===== src/rtl/ac97_codec_sdata_in_tx_if.sv =====
// Holding-register handshakes for the AC97 codec input-frame transmitter:
// status replies and stereo ADC samples.
interface ac97_codec_sdata_in_tx_if #(
    parameter int PCM_WIDTH = 20
);
    logic                 status_valid;
    logic [6:0]           status_addr;
    logic [15:0]          status_data;
    logic                 status_ready;
    logic                 pcm_valid;
    logic [PCM_WIDTH-1:0] pcm_left;
    logic [PCM_WIDTH-1:0] pcm_right;
    logic                 pcm_ready;

    modport master (
        output status_valid, status_addr, status_data,
        input  status_ready,
        output pcm_valid, pcm_left, pcm_right,
        input  pcm_ready
    );

    modport slave (
        input  status_valid, status_addr, status_data,
        output status_ready,
        input  pcm_valid, pcm_left, pcm_right,
        output pcm_ready
    );
endinterface


===== src/rtl/ac97_codec_sdata_in_tx.sv =====
// Codec-side AC97 sdata_in serialiser: tag, status addr/data and L/R PCM,
// aligned to the rising edge of the controller's sync.
module ac97_codec_sdata_in_tx #(
    parameter int PCM_WIDTH = 20
) (
    input  logic                           raw_bit_clk,
    input  logic                           reset_b,
    input  logic                           sync,
    input  logic                           codec_ready,
    ac97_codec_sdata_in_tx_if.slave        hs,
    output logic                           sdata_in,
    output logic                           frame_start,
    output logic                           pcm_underrun
);
    localparam int         PAD  = 20 - PCM_WIDTH;
    localparam logic [8:0] IDLE = 9'd256;

    logic        r_prev_sync;
    logic [8:0]  r_cnt;
    logic        r_sdata;
    logic        r_fs;
    logic        r_ur;

    logic        r_st_full;
    logic [6:0]  r_st_addr;
    logic [15:0] r_st_data;
    logic        r_pcm_full;
    logic [19:0] r_pcm_l;
    logic [19:0] r_pcm_r;

    logic        r_f_rdy;
    logic        r_f_st;
    logic        r_f_pcm;
    logic [6:0]  r_f_addr;
    logic [15:0] r_f_data;
    logic [19:0] r_f_l;
    logic [19:0] r_f_r;

    logic        w_start;
    logic        w_st_acc;
    logic        w_pcm_acc;
    logic        w_st_take;
    logic        w_pcm_take;
    logic [15:0] w_tag;
    logic [95:0] w_frame;
    logic [6:0]  w_idx;
    logic        w_bit;

    assign w_start    = sync & ~r_prev_sync;
    assign w_st_acc   = hs.status_valid & ~r_st_full;
    assign w_pcm_acc  = hs.pcm_valid & ~r_pcm_full;
    assign w_st_take  = w_start & codec_ready & r_st_full;
    assign w_pcm_take = w_start & codec_ready & r_pcm_full;

    assign w_tag   = {r_f_rdy, {2{r_f_st}}, {2{r_f_pcm}}, 11'd0};
    assign w_frame = {w_tag,
                      1'b0, r_f_addr, 12'h000,
                      r_f_data, 4'h0,
                      r_f_l,
                      r_f_r};
    assign w_idx   = 7'd95 - r_cnt[6:0];
    // Only slots 0..4 carry data; everything past bit 95 is zero.
    assign w_bit   = (r_cnt < 9'd96) ? w_frame[w_idx] : 1'b0;

    assign hs.status_ready = ~r_st_full;
    assign hs.pcm_ready    = ~r_pcm_full;
    assign sdata_in        = r_sdata;
    assign frame_start     = r_fs;
    assign pcm_underrun    = r_ur;

    always_ff @(posedge raw_bit_clk or negedge reset_b) begin
        if (!reset_b) begin
            r_prev_sync <= 1'b0;
        end else begin
            r_prev_sync <= sync;
        end
    end

    always_ff @(posedge raw_bit_clk or negedge reset_b) begin
        if (!reset_b) begin
            r_cnt    <= IDLE;
            r_sdata  <= 1'b0;
            r_fs     <= 1'b0;
            r_ur     <= 1'b0;
            r_f_rdy  <= 1'b0;
            r_f_st   <= 1'b0;
            r_f_pcm  <= 1'b0;
            r_f_addr <= 7'd0;
            r_f_data <= 16'd0;
            r_f_l    <= 20'd0;
            r_f_r    <= 20'd0;
        end else if (w_start) begin
            r_cnt    <= 9'd1;
            r_sdata  <= codec_ready;
            r_fs     <= 1'b1;
            r_ur     <= codec_ready & ~r_pcm_full;
            r_f_rdy  <= codec_ready;
            r_f_st   <= w_st_take;
            r_f_pcm  <= w_pcm_take;
            r_f_addr <= w_st_take ? r_st_addr : 7'd0;
            r_f_data <= w_st_take ? r_st_data : 16'd0;
            r_f_l    <= w_pcm_take ? r_pcm_l : 20'd0;
            r_f_r    <= w_pcm_take ? r_pcm_r : 20'd0;
        end else begin
            r_fs <= 1'b0;
            r_ur <= 1'b0;
            if (r_cnt != IDLE) begin
                r_sdata <= w_bit;
                r_cnt   <= r_cnt + 9'd1;
            end else begin
                r_sdata <= 1'b0;
            end
        end
    end

    // Accept only when empty and consume only when full, so the two
    // never collide on one edge.
    always_ff @(posedge raw_bit_clk or negedge reset_b) begin
        if (!reset_b) begin
            r_st_full <= 1'b0;
            r_st_addr <= 7'd0;
            r_st_data <= 16'd0;
        end else if (w_st_take) begin
            r_st_full <= 1'b0;
        end else if (w_st_acc) begin
            r_st_full <= 1'b1;
            r_st_addr <= hs.status_addr;
            r_st_data <= hs.status_data;
        end
    end

    always_ff @(posedge raw_bit_clk or negedge reset_b) begin
        if (!reset_b) begin
            r_pcm_full <= 1'b0;
            r_pcm_l    <= 20'd0;
            r_pcm_r    <= 20'd0;
        end else if (w_pcm_take) begin
            r_pcm_full <= 1'b0;
        end else if (w_pcm_acc) begin
            r_pcm_full <= 1'b1;
            r_pcm_l    <= 20'(hs.pcm_left) << PAD;
            r_pcm_r    <= 20'(hs.pcm_right) << PAD;
        end
    end
endmodule

===== src/flat_wrapper.sv =====
// flat-port wrapper written by rule: the top's interface ports become plain ports
module ac97_codec_sdata_in_tx_flat 
#(
    parameter int PCM_WIDTH = 20
)
  (raw_bit_clk, reset_b, sync, codec_ready, sdata_in, frame_start, pcm_underrun, hs_status_valid, hs_status_addr, hs_status_data, hs_status_ready, hs_pcm_valid, hs_pcm_left, hs_pcm_right, hs_pcm_ready);
  ac97_codec_sdata_in_tx_if #(.PCM_WIDTH(PCM_WIDTH)) hs_i ();
  input  logic raw_bit_clk;
  input  logic reset_b;
  input  logic sync;
  input  logic codec_ready;
  output logic sdata_in;
  output logic frame_start;
  output logic pcm_underrun;
  input wire logic [$bits(hs_i.status_valid)-1:0] hs_status_valid;
  input wire logic [$bits(hs_i.status_addr)-1:0] hs_status_addr;
  input wire logic [$bits(hs_i.status_data)-1:0] hs_status_data;
  output wire logic [$bits(hs_i.status_ready)-1:0] hs_status_ready;
  input wire logic [$bits(hs_i.pcm_valid)-1:0] hs_pcm_valid;
  input wire logic [$bits(hs_i.pcm_left)-1:0] hs_pcm_left;
  input wire logic [$bits(hs_i.pcm_right)-1:0] hs_pcm_right;
  output wire logic [$bits(hs_i.pcm_ready)-1:0] hs_pcm_ready;
  assign hs_i.status_valid = hs_status_valid;
  assign hs_i.status_addr = hs_status_addr;
  assign hs_i.status_data = hs_status_data;
  assign hs_status_ready = hs_i.status_ready;
  assign hs_i.pcm_valid = hs_pcm_valid;
  assign hs_i.pcm_left = hs_pcm_left;
  assign hs_i.pcm_right = hs_pcm_right;
  assign hs_pcm_ready = hs_i.pcm_ready;
  ac97_codec_sdata_in_tx #(.PCM_WIDTH(PCM_WIDTH)) u_core (.raw_bit_clk(raw_bit_clk), .reset_b(reset_b), .sync(sync), .codec_ready(codec_ready), .hs(hs_i), .sdata_in(sdata_in), .frame_start(frame_start), .pcm_underrun(pcm_underrun));
endmodule

===== config.mk =====
export PLATFORM = sky130hd
export DESIGN_NAME = ac97_codec_sdata_in_tx_flat
export DESIGN_NICKNAME = d
export VERILOG_FILES = /design/src/rtl/ac97_codec_sdata_in_tx_if.sv /design/src/rtl/ac97_codec_sdata_in_tx.sv /design/src/flat_wrapper.sv
export SDC_FILE = /design/constraint.sdc
export NUM_CORES = 1
export LEC_CHECK = 0
export CORE_MARGIN = 2
export CORE_UTILIZATION = 40
export CTS_CLUSTER_SIZE = 20
export DETAILED_ROUTE_END_ITERATION = 10
export GPL_TIMING_DRIVEN = 0
export PLACE_DENSITY = 0.75
export SKIP_CTS_REPAIR_TIMING = 1
export SLEW_MARGIN = 20
export SYNTH_ARGS = -nofsm -noshare
export SYNTH_HDL_FRONTEND = slang
export SYNTH_SLANG_ARGS = --single-unit

===== constraint.sdc =====
create_clock -name raw_bit_clk -period 1.6 [get_ports raw_bit_clk]
set_input_delay 0.16 -clock raw_bit_clk [delete_from_list [all_inputs] [get_ports raw_bit_clk]]
set_output_delay 0.16 -clock raw_bit_clk [all_outputs]
set_load 0.02 [all_outputs]

# [Yosys cells after proc, flatten, opt, wreduce, memory -nomap -nowiden]
# Index checks and enable logic that the tools add are counted.
[totals] ff_bits=144 out_inout_bits=5 elab_cells=57 inputBits=69
[op_classes] bitwise=12 magnitude_cmp=2 mux=17 reduce_logical=5 addsub=2 n_eq_ne=1
[op_table] op="2-to-1 mux 20 bit" count=2
[op_table] op="2-to-1 mux 9 bit" count=2
[op_table] op="2-to-1 mux 16 bit" count=1
[op_table] op="2-to-1 mux 1 bit" count=10
[op_table] op="adder 9 x 1 -> 9 bit (second input constant)" count=1
[op_table] op="less-than comparator 9 x 7 -> 1 bit (second input constant)" count=1
[op_table] op="!= test 9 bit (second input constant)" count=1
[op_table] op="less-than comparator 7 x 8 -> 1 bit (second input constant)" count=1
[op_table] op="bitwise AND 1 bit" count=7
[op_table] op="binary-select mux 1 bit (select 7 bit)" count=1
[op_table] op="2-to-1 mux 7 bit" count=1
[op_table] op="subtractor 7 bit (first input constant)" count=1
[op_table] op="nonzero test 2 bit" count=3
[op_table] op="NOT 1 bit" count=5
[op_table] op="AND reduction 2 bit" count=2

# [Longest topological paths before layout]
# Gate-level depths: netlist (run 1).
[logic_depth] depth_word=6 depth_mapped=8

# [Least setup slack after synthesis (run 1)]
# OpenSTA, ideal clock, no wires.
[synth_timing] path_type="register -> register" from="register u_core.r_cnt[0]" to="register u_core.r_sdata (netlist: u_core.sdata_in)" setup_slack_ps=-136 period_less_slack_ps=1736 t_arrival_ps=1605 n_path_buf=2 stages_incl_launch_ff=8 required_time_ps=1470 path_cell_list="dfrtp_1 -> buf_6 -> buf_6 -> mux4_2 -> a221oi_1 -> o21ai_0 -> nand3_1 -> o31ai_2"
[synth_via] elab_chain_cells=6 word_cells_on_any_way=8 classes_between="1 x add/sub; 1 x order compare; 1 x eq/ne; 5 x mux"
[synth_rtl] element="from (decl)" line="ac97_codec_sdata_in_tx.sv:19" text="logic [8:0] r_cnt;"
[synth_rtl] element="from (signal assigned)" line="ac97_codec_sdata_in_tx.sv:109" text="r_cnt <= r_cnt + 9'd1;"
[synth_rtl] element="subtractor 7 bit" line="ac97_codec_sdata_in_tx.sv:61" text="assign w_idx = 7'd95 - r_cnt[6:0];"
[synth_rtl] element="binary-select mux 1 bit (select 7 bit)" line="ac97_codec_sdata_in_tx.sv:63" text="assign w_bit = (r_cnt < 9'd96) ? w_frame[w_idx] : 1'b0;"
[synth_rtl] element="2-to-1 mux 1 bit (not written as such)" line="ac97_codec_sdata_in_tx.sv:63"
[synth_rtl] element="2-to-1 mux 1 bit" line="ac97_codec_sdata_in_tx.sv:63"
[synth_rtl] element="2-to-1 mux 1 bit (*)" line="ac97_codec_sdata_in_tx.sv:107" text="if (r_cnt != IDLE) begin"
[synth_rtl] element="2-to-1 mux 1 bit (*)" line="ac97_codec_sdata_in_tx.sv:92" text="end else if (w_start) begin"
[synth_rtl] element="to (signal assigned)" line="ac97_codec_sdata_in_tx.sv:94" text="r_sdata <= codec_ready;"
[synth_rtl] element="to (signal assigned)" line="ac97_codec_sdata_in_tx.sv:108" text="r_sdata <= w_bit;"
[synth_rtl] element="to (decl)" line="ac97_codec_sdata_in_tx.sv:20" text="logic r_sdata;"
# Every way passes the cells marked *; elsewhere a longest branch is shown, timed or not. The select of a mux whose other input is x is not followed.
# A chain may end at the register's enable or synchronous reset.

# [Worst setup path in the final report (run 1)]
# Ends and elaborated chain as after synthesis.

==> report_table.html, run 1 <==
<table>
<tr><th>Metric</th><th>Value</th></tr>
<tr><th colspan="2">Status</th></tr>
<tr><td>Status</td><td>finished with violations</td></tr>
<tr><td>Violated checks</td><td>negative setup slack</td></tr>
<tr><th colspan="2">Detailed routing</th></tr>
<tr><td>Met3 WL</td><td>571 microns</td></tr>
<tr><td>Metal-1 WL</td><td>5650 microns</td></tr>
<tr><td>Residual DRC</td><td>0</td></tr>
<tr><td>Detail Route Antenna Nets</td><td>0</td></tr>
<tr><td>Detail-routed net length per standard cell</td><td>18.4 microns</td></tr>
<tr><td>Detailed-routing iteration count for the pre-antenna-repair pass</td><td>5</td></tr>
<tr><td>Met2 layer wire length in the routed design</td><td>6360 microns</td></tr>
<tr><td>Detailed Route WL</td><td>12900 microns</td></tr>
<tr><td>Max layer used</td><td>met4</td></tr>
<tr><td>1st-iter DRT viols</td><td>251</td></tr>
<tr><td>Via count</td><td>3826</td></tr>
<tr><td>Via-to-Cell Ratio</td><td>5.48</td></tr>
<tr><th colspan="2">Synthesis</th></tr>
<tr><td>EDFF count, synth</td><td>0</td></tr>
<tr><td>Net count of the mapped netlist</td><td>478</td></tr>
<tr><td>Average cell area after synthesis</td><td>14.7 sq um</td></tr>
<tr><td>Post-synthesis instance area</td><td>5950 sq um</td></tr>
<tr><td>Register area share after synthesis</td><td>60.6%</td></tr>
<tr><td>Warnings, synthesis</td><td>0</td></tr>
<tr><td>Number of distinct library cells after synthesis</td><td>42</td></tr>
<tr><td>Most instantiated flip-flop cell in the synthesis netlist</td><td>dfrtp_1</td></tr>
<tr><td>Synthesized netlist cell count</td><td>406</td></tr>
<tr><td>FFs w/ async S/R, synth</td><td>100%</td></tr>
<tr><td>Number of flip-flops and latches in the synthesized netlist</td><td>144</td></tr>
<tr><th colspan="2">Power</th></tr>
<tr><td>Post-layout power</td><td>12.2 mW</td></tr>
<tr><td>Net load switching power</td><td>3.31 mW</td></tr>
<tr><td>Max rail drop VDD</td><td>0.000849 V</td></tr>
<tr><td>Net Sw Frac</td><td>27.0%</td></tr>
<tr><td>Areal power density over the cells</td><td>1590 nW/um^2</td></tr>
<tr><td>Design internal power</td><td>8.93 mW</td></tr>
<tr><td>Sequential cell fraction of total power</td><td>44.7%</td></tr>
<tr><td>Part of the power in the clock network</td><td>32.7%</td></tr>
<tr><td>Relative contribution of combinational cells to total power</td><td>22.6%</td></tr>
<tr><td>Pleak</td><td>3.42 nW</td></tr>
<tr><th colspan="2">Clock network</th></tr>
<tr><td>Clock tree root driver cell</td><td>clkbuf_16</td></tr>
<tr><td>Max H-tree Level</td><td>4</td></tr>
<tr><td>Clock latency of the later-clocked register in the worst-skew pair</td><td>0.43 ns</td></tr>
<tr><td>CTS tree</td><td>yes</td></tr>
<tr><td>TritonCTS Sinks</td><td>144</td></tr>
<tr><td>Post-CTS clock slew at the launch and capture registers of the worst setup and hold paths</td><td>0.06 ns</td></tr>
<tr><td>Worst-case clock buffer depth</td><td>2</td></tr>
<tr><td>Cts bufs inserted</td><td>17</td></tr>
<tr><th colspan="2">Floorplan</th></tr>
<tr><td>Core Area</td><td>14500 sq um</td></tr>
<tr><td>Starting utilization of the core area</td><td>40.9%</td></tr>
<tr><td>Die height</td><td>126 microns</td></tr>
<tr><td>Row Count</td><td>44</td></tr>
<tr><td>Die Area</td><td>15900 sq um</td></tr>
<tr><td>I/O pins</td><td>74</td></tr>
<tr><td>Floorplan die width</td><td>126 microns</td></tr>
<tr><th colspan="2">Global route</th></tr>
<tr><td>Maximum number of pins on one net before global-route repair</td><td>100</td></tr>
<tr><td>Global-route wire length before repair</td><td>20900 microns</td></tr>
<tr><td>Overall Global Routing Usage</td><td>16.8%</td></tr>
<tr><td>Residual overflow from global routing</td><td>0</td></tr>
<tr><td>Number of antenna violations at the first check in global routing</td><td>0</td></tr>
<tr><td>Number of global-route vias before repair</td><td>4040</td></tr>
<tr><th colspan="2">STA</th></tr>
<tr><td>Final critical delay including setup and external delays</td><td>1.96 ns</td></tr>
<tr><td>Achievable Freq</td><td>0.510 GHz</td></tr>
<tr><td>Max transition margin</td><td>66.4%</td></tr>
<tr><td>Pins Over Slew Limit</td><td>0</td></tr>
<tr><td>Period Utilization, post-route</td><td>123%</td></tr>
<tr><td>Final setup violating endpoints</td><td>1</td></tr>
<tr><td>Smallest setup slack after layout</td><td>-0.360 ns</td></tr>
<tr><td>Post-route clock skew</td><td>0.00637 ns</td></tr>
<tr><td>Final Hold Slack</td><td>0.219 ns</td></tr>
<tr><td>Worst-margin pin slew</td><td>0.503 ns</td></tr>
<tr><td>Final setup TNS</td><td>-0.360 ns</td></tr>
<tr><td>Unrepaired setup endpoints after global routing</td><td>yes</td></tr>
<tr><td>Number of endpoints with negative hold slack in the final report</td><td>0</td></tr>
<tr><th colspan="2">Cells and area</th></tr>
<tr><td>Share of cells above drive strength 1</td><td>30.4%</td></tr>
<tr><td>Area growth from synthesis to layout</td><td>29.3%</td></tr>
<tr><td>Post-layout nets</td><td>574</td></tr>
<tr><td>Most frequent cells in the layout</td><td>142 x dfrtp_1, 70 x clkdlybuf4s50_1, 64 x mux2_2, 63 x a22o_1, 18 x clkbuf_16</td></tr>
<tr><td>Commonest non-fill, non-tap cell in the layout</td><td>dfrtp_1</td></tr>
<tr><td>ANT cells</td><td>0</td></tr>
<tr><td>Post-Layout Inst Area</td><td>7690 sq um</td></tr>
<tr><th colspan="2">Placement</th></tr>
<tr><td>RD Place Congestion</td><td>0.878</td></tr>
<tr><td>Number of buffer cells added on primary ports</td><td>73</td></tr>
<tr><td>HPWL after DPL</td><td>8710 microns</td></tr>
<tr><td>Post-DP Area</td><td>6950 sq um</td></tr>
<tr><th colspan="2">Min path</th></tr>
<tr><td>Min-delay worst type</td><td>in -&gt; async</td></tr>
<tr><th colspan="2">Critical path</th></tr>
<tr><td>CP arrival</td><td>2.25 ns</td></tr>
<tr><td>Biggest fanout along the worst timing path</td><td>7</td></tr>
<tr><td>Required arrival time at the worst endpoint</td><td>1.89 ns</td></tr>
<tr><td>Kind of end point of the critical path</td><td>flip-flop</td></tr>
<tr><td>WS Path Type</td><td>reg -&gt; reg</td></tr>
<tr><td>CP Launch Type</td><td>flip-flop</td></tr>
<tr><th colspan="2">Job</th></tr>
<tr><td>MaxCap Viol Count</td><td>0</td></tr>
</table>
## power by group through the flow
| stage | registers (mW) | clock network [mW] | logic, mW |
|---|---|---|---|
| final | 5.46 | 4.00 | 2.77 |
| after global routing | 5.60 | 4.22 | 2.98 |
| after CTS | 5.46 | 4.04 | 2.66 |
| after detailed placement | 5.52 | 0 | 2.65 |
| after global placement | 5.46 | 0 | 2.54 |
| after floorplan | 5.25 | 0 | 1.94 |
## metal layers
layer / GRT usage [%] / up-vias
li1: - / 1692
met1: 22.6 / 1994
met2: 26.4 / 113
met3: 4.16 / 27
met4: 6.79 / 0
met5: 0 / -
## final timing paths
| check | from | to | slack [ns] | cells after the start |
|---|---|---|---|---|
| min | reset_b | u_core.r_pcm_r[4] | 0.22 | 2 |
| max reg2reg | u_core.r_cnt[0] | u_core.sdata_in | -0.36 | 7 |
| max in group asynchronous | reset_b | u_core.r_cnt[1] | 0.57 | 3 |
| min reg2reg | u_core.r_pcm_l[14] | u_core.r_f_l[14] | 0.49 | 1 |
| min in group raw_bit_clk | sync | u_core.r_prev_sync | 0.24 | 1 |
| max | u_core.r_cnt[0] | u_core.sdata_in | -0.36 | 7 |
## state kept, by name, summed over array words and instances (netlist names), 7 cells and up
name	cells
u_core.r_f_data	16
u_core.r_f_l	20
u_core.r_f_r	20
u_core.r_f_addr	7
u_core.r_st_addr	7
u_core.r_pcm_l	20
u_core.r_st_data	16
u_core.r_pcm_r	20
u_core.r_cnt	9
## synth_stat cells (2+ instances only)
library cell    n  area [sq um]
a21o_1          3          22.5
a21oi_1         3          15.0
a22o_1         63           552
a22oi_1         3          22.5
buf_1           4          15.0
buf_2           4          20.0
buf_4           4          30.0
buf_6           2          22.5
clkbuf_1       16          60.1
dfrtp_1       143          3580
ha_1            3          37.5
inv_1           5          18.8
mux2_2         65           732
mux2i_1         4          40.0
mux4_1          5           131
mux4_2         10           225
nand2_1        11          41.3
nand3_1         7          35.0
nand4_1         2          12.5
nor2_1         17          63.8
nor2b_1         3          18.8
nor3_1          2          10.0
nor4b_1         2          17.5
o21ai_0         2          10.0
xnor2_1         2          17.5
xor2_1          5          43.8
## critical path: stages (launching register included)
cell and delay, ns:
dfrtp_1 0.37, buf_6 0.17, buf_12 0.15, mux4_2 0.54, a221oi_2 0.26, o21ai_1 0.12
nand3_1 0.12, o31ai_2 0.11
## logic make-up after synthesis
logic type | after synthesis | synth area share [%]
adder cells (fa/ha/maj) | 3 | 0.631
flip-flops | 144 | 60.6
AND/OR/NAND/NOR | 53 | 4.54
AO/OA/AOI/OAI | 77 | 10.9
XOR/XNOR | 7 | 1.03
buffers and inverters | 38 | 3.32
multiplexers | 84 | 19.0
## metrics by stage
stage	utilization [%]	instances	setup WS [ns]
2_1_floorplan	-	406	-0.0863
3_3_place_gp	47.6	663	-4.96
3_5_place_dp	47.8	664	-0.602
4_1_cts	52.0	695	-0.394
5_1_grt	52.9	698	-0.377
6_report	52.9	698	-0.360
## area by class of cell
| cell class | instances | area (sq um) |
|---|---|---|
| Fill cell | 1230 | 6840 |
| Inverter | 6 | 25.0 |
| Buffer | 31 | 221 |
| Tap cell | 184 | 230 |
| Clock inverter | 10 | 136 |
| Multi-Input combinational cell | 224 | 2200 |
| Sequential cell | 144 | 3610 |
| Clock buffer | 21 | 460 |
| Timing Repair Buffer | 78 | 818 |
Power figures use the tool's default switching activity.
==> inputs of run 2 (changes only) <==
--- a/config.mk
+++ b/config.mk
@@ -12,6 +12,7 @@
 export GPL_TIMING_DRIVEN = 0
 export PLACE_DENSITY = 0.75
 export SKIP_CTS_REPAIR_TIMING = 1
+export SKIP_LAST_GASP = 1
 export SLEW_MARGIN = 20
 export SYNTH_ARGS = -nofsm -noshare
 export SYNTH_HDL_FRONTEND = slang
==> report_table.html, run 2 (same netlist as run 1, synthesis figures left out) <==
<table>
<tr><th>Metric</th><th>Value</th></tr>
<tr><th colspan="2">Status</th></tr>
<tr><td>Status</td><td>finished with violations</td></tr>
<tr><td>Violated checks</td><td>negative setup slack</td></tr>
<tr><th colspan="2">Clock network</th></tr>
<tr><td>Clock latency of the later-clocked register in the worst-skew pair</td><td>0.43 ns</td></tr>
<tr><td>Post-CTS clock slew at the launch and capture registers of the worst setup and hold paths</td><td>0.06 ns</td></tr>
<tr><td>TritonCTS Sinks</td><td>144</td></tr>
<tr><td>Max H-tree Level</td><td>4</td></tr>
<tr><td>CTS tree</td><td>yes</td></tr>
<tr><td>Cts bufs inserted</td><td>17</td></tr>
<tr><td>Worst-case clock buffer depth</td><td>2</td></tr>
<tr><td>Clock tree root driver cell</td><td>clkbuf_16</td></tr>
<tr><th colspan="2">Critical path</th></tr>
<tr><td>Kind of end point of the critical path</td><td>flip-flop</td></tr>
<tr><td>Biggest fanout along the worst timing path</td><td>7</td></tr>
<tr><td>WS Path Type</td><td>reg -&gt; reg</td></tr>
<tr><td>CP arrival</td><td>2.25 ns</td></tr>
<tr><td>Required arrival time at the worst endpoint</td><td>1.89 ns</td></tr>
<tr><td>FF-to-FF setup slack</td><td>-0.36 ns</td></tr>
<tr><td>CP Launch Type</td><td>flip-flop</td></tr>
<tr><th colspan="2">Job</th></tr>
<tr><td>MaxCap Viol Count</td><td>0</td></tr>
<tr><th colspan="2">Cells and area</th></tr>
<tr><td>Commonest non-fill, non-tap cell in the layout</td><td>dfrtp_1</td></tr>
<tr><td>Share of cells above drive strength 1</td><td>30.2%</td></tr>
<tr><td>Finished Core Util</td><td>52.9%</td></tr>
<tr><td>Post-layout nets</td><td>574</td></tr>
<tr><td>Most frequent cells in the layout</td><td>142 x dfrtp_1, 70 x clkdlybuf4s50_1, 65 x mux2_2, 63 x a22o_1, 18 x clkbuf_16</td></tr>
<tr><td>ANT cells</td><td>0</td></tr>
<tr><td>Area growth from synthesis to layout</td><td>29.1%</td></tr>
<tr><td>Final Non-Filler Cells</td><td>698</td></tr>
<tr><td>Post-Layout Inst Area</td><td>7680 sq um</td></tr>
<tr><th colspan="2">STA</th></tr>
<tr><td>Max transition margin</td><td>65.7%</td></tr>
<tr><td>Achievable Freq</td><td>0.511 GHz</td></tr>
<tr><td>Final setup violating endpoints</td><td>1</td></tr>
<tr><td>Period Utilization, post-route</td><td>122%</td></tr>
<tr><td>Pins Over Slew Limit</td><td>0</td></tr>
<tr><td>Worst-margin pin slew</td><td>0.514 ns</td></tr>
<tr><td>Number of endpoints with negative hold slack in the final report</td><td>0</td></tr>
<tr><td>Unrepaired setup endpoints after global routing</td><td>yes</td></tr>
<tr><td>Post-route clock skew</td><td>0.00593 ns</td></tr>
<tr><td>Smallest setup slack after layout</td><td>-0.356 ns</td></tr>
<tr><td>Final critical delay including setup and external delays</td><td>1.96 ns</td></tr>
<tr><th colspan="2">Power</th></tr>
<tr><td>Sequential cell fraction of total power</td><td>44.7%</td></tr>
<tr><td>Part of the power in the clock network</td><td>32.8%</td></tr>
<tr><td>Net Sw Frac</td><td>27.1%</td></tr>
<tr><td>Design internal power</td><td>8.92 mW</td></tr>
<tr><td>Max rail drop VDD</td><td>0.000850 V</td></tr>
<tr><td>Net load switching power</td><td>3.31 mW</td></tr>
<tr><td>Relative contribution of combinational cells to total power</td><td>22.5%</td></tr>
<tr><td>Pleak</td><td>3.41 nW</td></tr>
<tr><td>Areal power density over the cells</td><td>1590 nW/um^2</td></tr>
<tr><th colspan="2">Floorplan</th></tr>
<tr><td>Die Area</td><td>15900 sq um</td></tr>
<tr><td>Floorplan die width</td><td>126 microns</td></tr>
<tr><td>Core Area</td><td>14500 sq um</td></tr>
<tr><td>Die height</td><td>126 microns</td></tr>
<tr><td>I/O pins</td><td>74</td></tr>
<tr><td>Row Count</td><td>44</td></tr>
<tr><td>Starting utilization of the core area</td><td>40.9%</td></tr>
<tr><th colspan="2">Global route</th></tr>
<tr><td>Residual overflow from global routing</td><td>0</td></tr>
<tr><td>Maximum number of pins on one net before global-route repair</td><td>100</td></tr>
<tr><td>Overall Global Routing Usage</td><td>16.8%</td></tr>
<tr><td>Number of antenna violations at the first check in global routing</td><td>0</td></tr>
<tr><td>Number of global-route vias before repair</td><td>4040</td></tr>
<tr><td>Global-route wire length before repair</td><td>20900 microns</td></tr>
<tr><th colspan="2">Placement</th></tr>
<tr><td>HPWL after DPL</td><td>8710 microns</td></tr>
<tr><td>Post-DP Area</td><td>6950 sq um</td></tr>
<tr><td>RD Place Congestion</td><td>0.878</td></tr>
<tr><td>Number of buffer cells added on primary ports</td><td>73</td></tr>
<tr><td>Dpl cells</td><td>664</td></tr>
<tr><th colspan="2">Detailed routing</th></tr>
<tr><td>Met3 WL</td><td>543 microns</td></tr>
<tr><td>1st-iter DRT viols</td><td>251</td></tr>
<tr><td>Via-to-Cell Ratio</td><td>5.49</td></tr>
<tr><td>Detailed-routing iteration count for the pre-antenna-repair pass</td><td>7</td></tr>
<tr><td>Residual DRC</td><td>0</td></tr>
<tr><td>Detailed Route WL</td><td>12900 microns</td></tr>
<tr><td>Detail-routed net length per standard cell</td><td>18.5 microns</td></tr>
<tr><td>Metal-1 WL</td><td>5700 microns</td></tr>
<tr><td>Via count</td><td>3834</td></tr>
<tr><td>Detail Route Antenna Nets</td><td>0</td></tr>
<tr><td>Max layer used</td><td>met4</td></tr>
<tr><td>Met2 layer wire length in the routed design</td><td>6380 microns</td></tr>
<tr><th colspan="2">Min path</th></tr>
<tr><td>Min-delay worst type</td><td>in -&gt; async</td></tr>
</table>
[run 2: cell counts in the layout (fill, tap and decap cells not counted)]
Identical to the previous run, type by type.
[run 2: power groups by stage]
stage	Combinational, mW	Sequential (mW)	Clock [mW]
2_1_floorplan	1.94	5.25	0
3_3_place_gp	2.54	5.46	0
3_5_place_dp	2.65	5.52	0
4_1_cts	2.66	5.46	4.04
5_1_grt	2.96	5.60	4.22
6_report	2.76	5.46	4.01
[run 2: worst paths after layout]
check,from,endpoint,cells after the start
max,u_core.r_cnt[0],u_core.sdata_in,7
min,reset_b,u_core.r_pcm_r[4],2
max reg2reg,u_core.r_cnt[0],u_core.sdata_in,7
min reg2reg,u_core.r_pcm_l[14],u_core.r_f_l[14],1
max in group asynchronous,reset_b,u_core.r_cnt[1],3
min in group raw_bit_clk,sync,u_core.r_prev_sync,1
[run 2: metal layers]
| metal | GRT usage, % | vias up |
|---|---|---|
| li1 | - | 1693 |
| met1 | 22.6 | 2006 |
| met4 | 6.79 | 0 |
| met3 | 4.16 | 25 |
| met2 | 26.4 | 110 |
| met5 | 0 | - |
[run 2: final cells by class]
| type | count | area [sq um] |
|---|---|---|
| fill | 1230 | 6850 |
| sequential | 144 | 3610 |
| multi-input combinational | 224 | 2190 |
| timing repair buffer | 78 | 818 |
| clock buffer | 21 | 460 |
| tap | 184 | 230 |
| buffer | 31 | 221 |
| clock inverter | 10 | 136 |
| inverter | 6 | 22.5 |
[run 2: metrics by stage]
| stage | setup TNS, ns | total power, mW | hold slack [ns] | worst slack (ns) |
|---|---|---|---|---|
| 4_1_cts | -29.05 | 12.2 | -0.376 | -0.394 |
| 3_5_place_dp | -58.30 | 8.16 | 0.0789 | -0.602 |
| 5_1_grt | -0.413 | 12.8 | 0.227 | -0.378 |
| 2_1_floorplan | -0.0863 | 7.19 | -0.136 | -0.0863 |
| 3_3_place_gp | -765.54 | 8.00 | 0.459 | -4.96 |
| 6_report | -0.356 | 12.2 | 0.219 | -0.356 |
[run 2: critical path: stages (launching register included)]
cell and delay [ns]:
dfrtp_1 0.37, buf_6 0.17, buf_12 0.15, mux4_2 0.53, a221oi_2 0.25, o21ai_1 0.11
nand3_1 0.13, o31ai_2 0.11
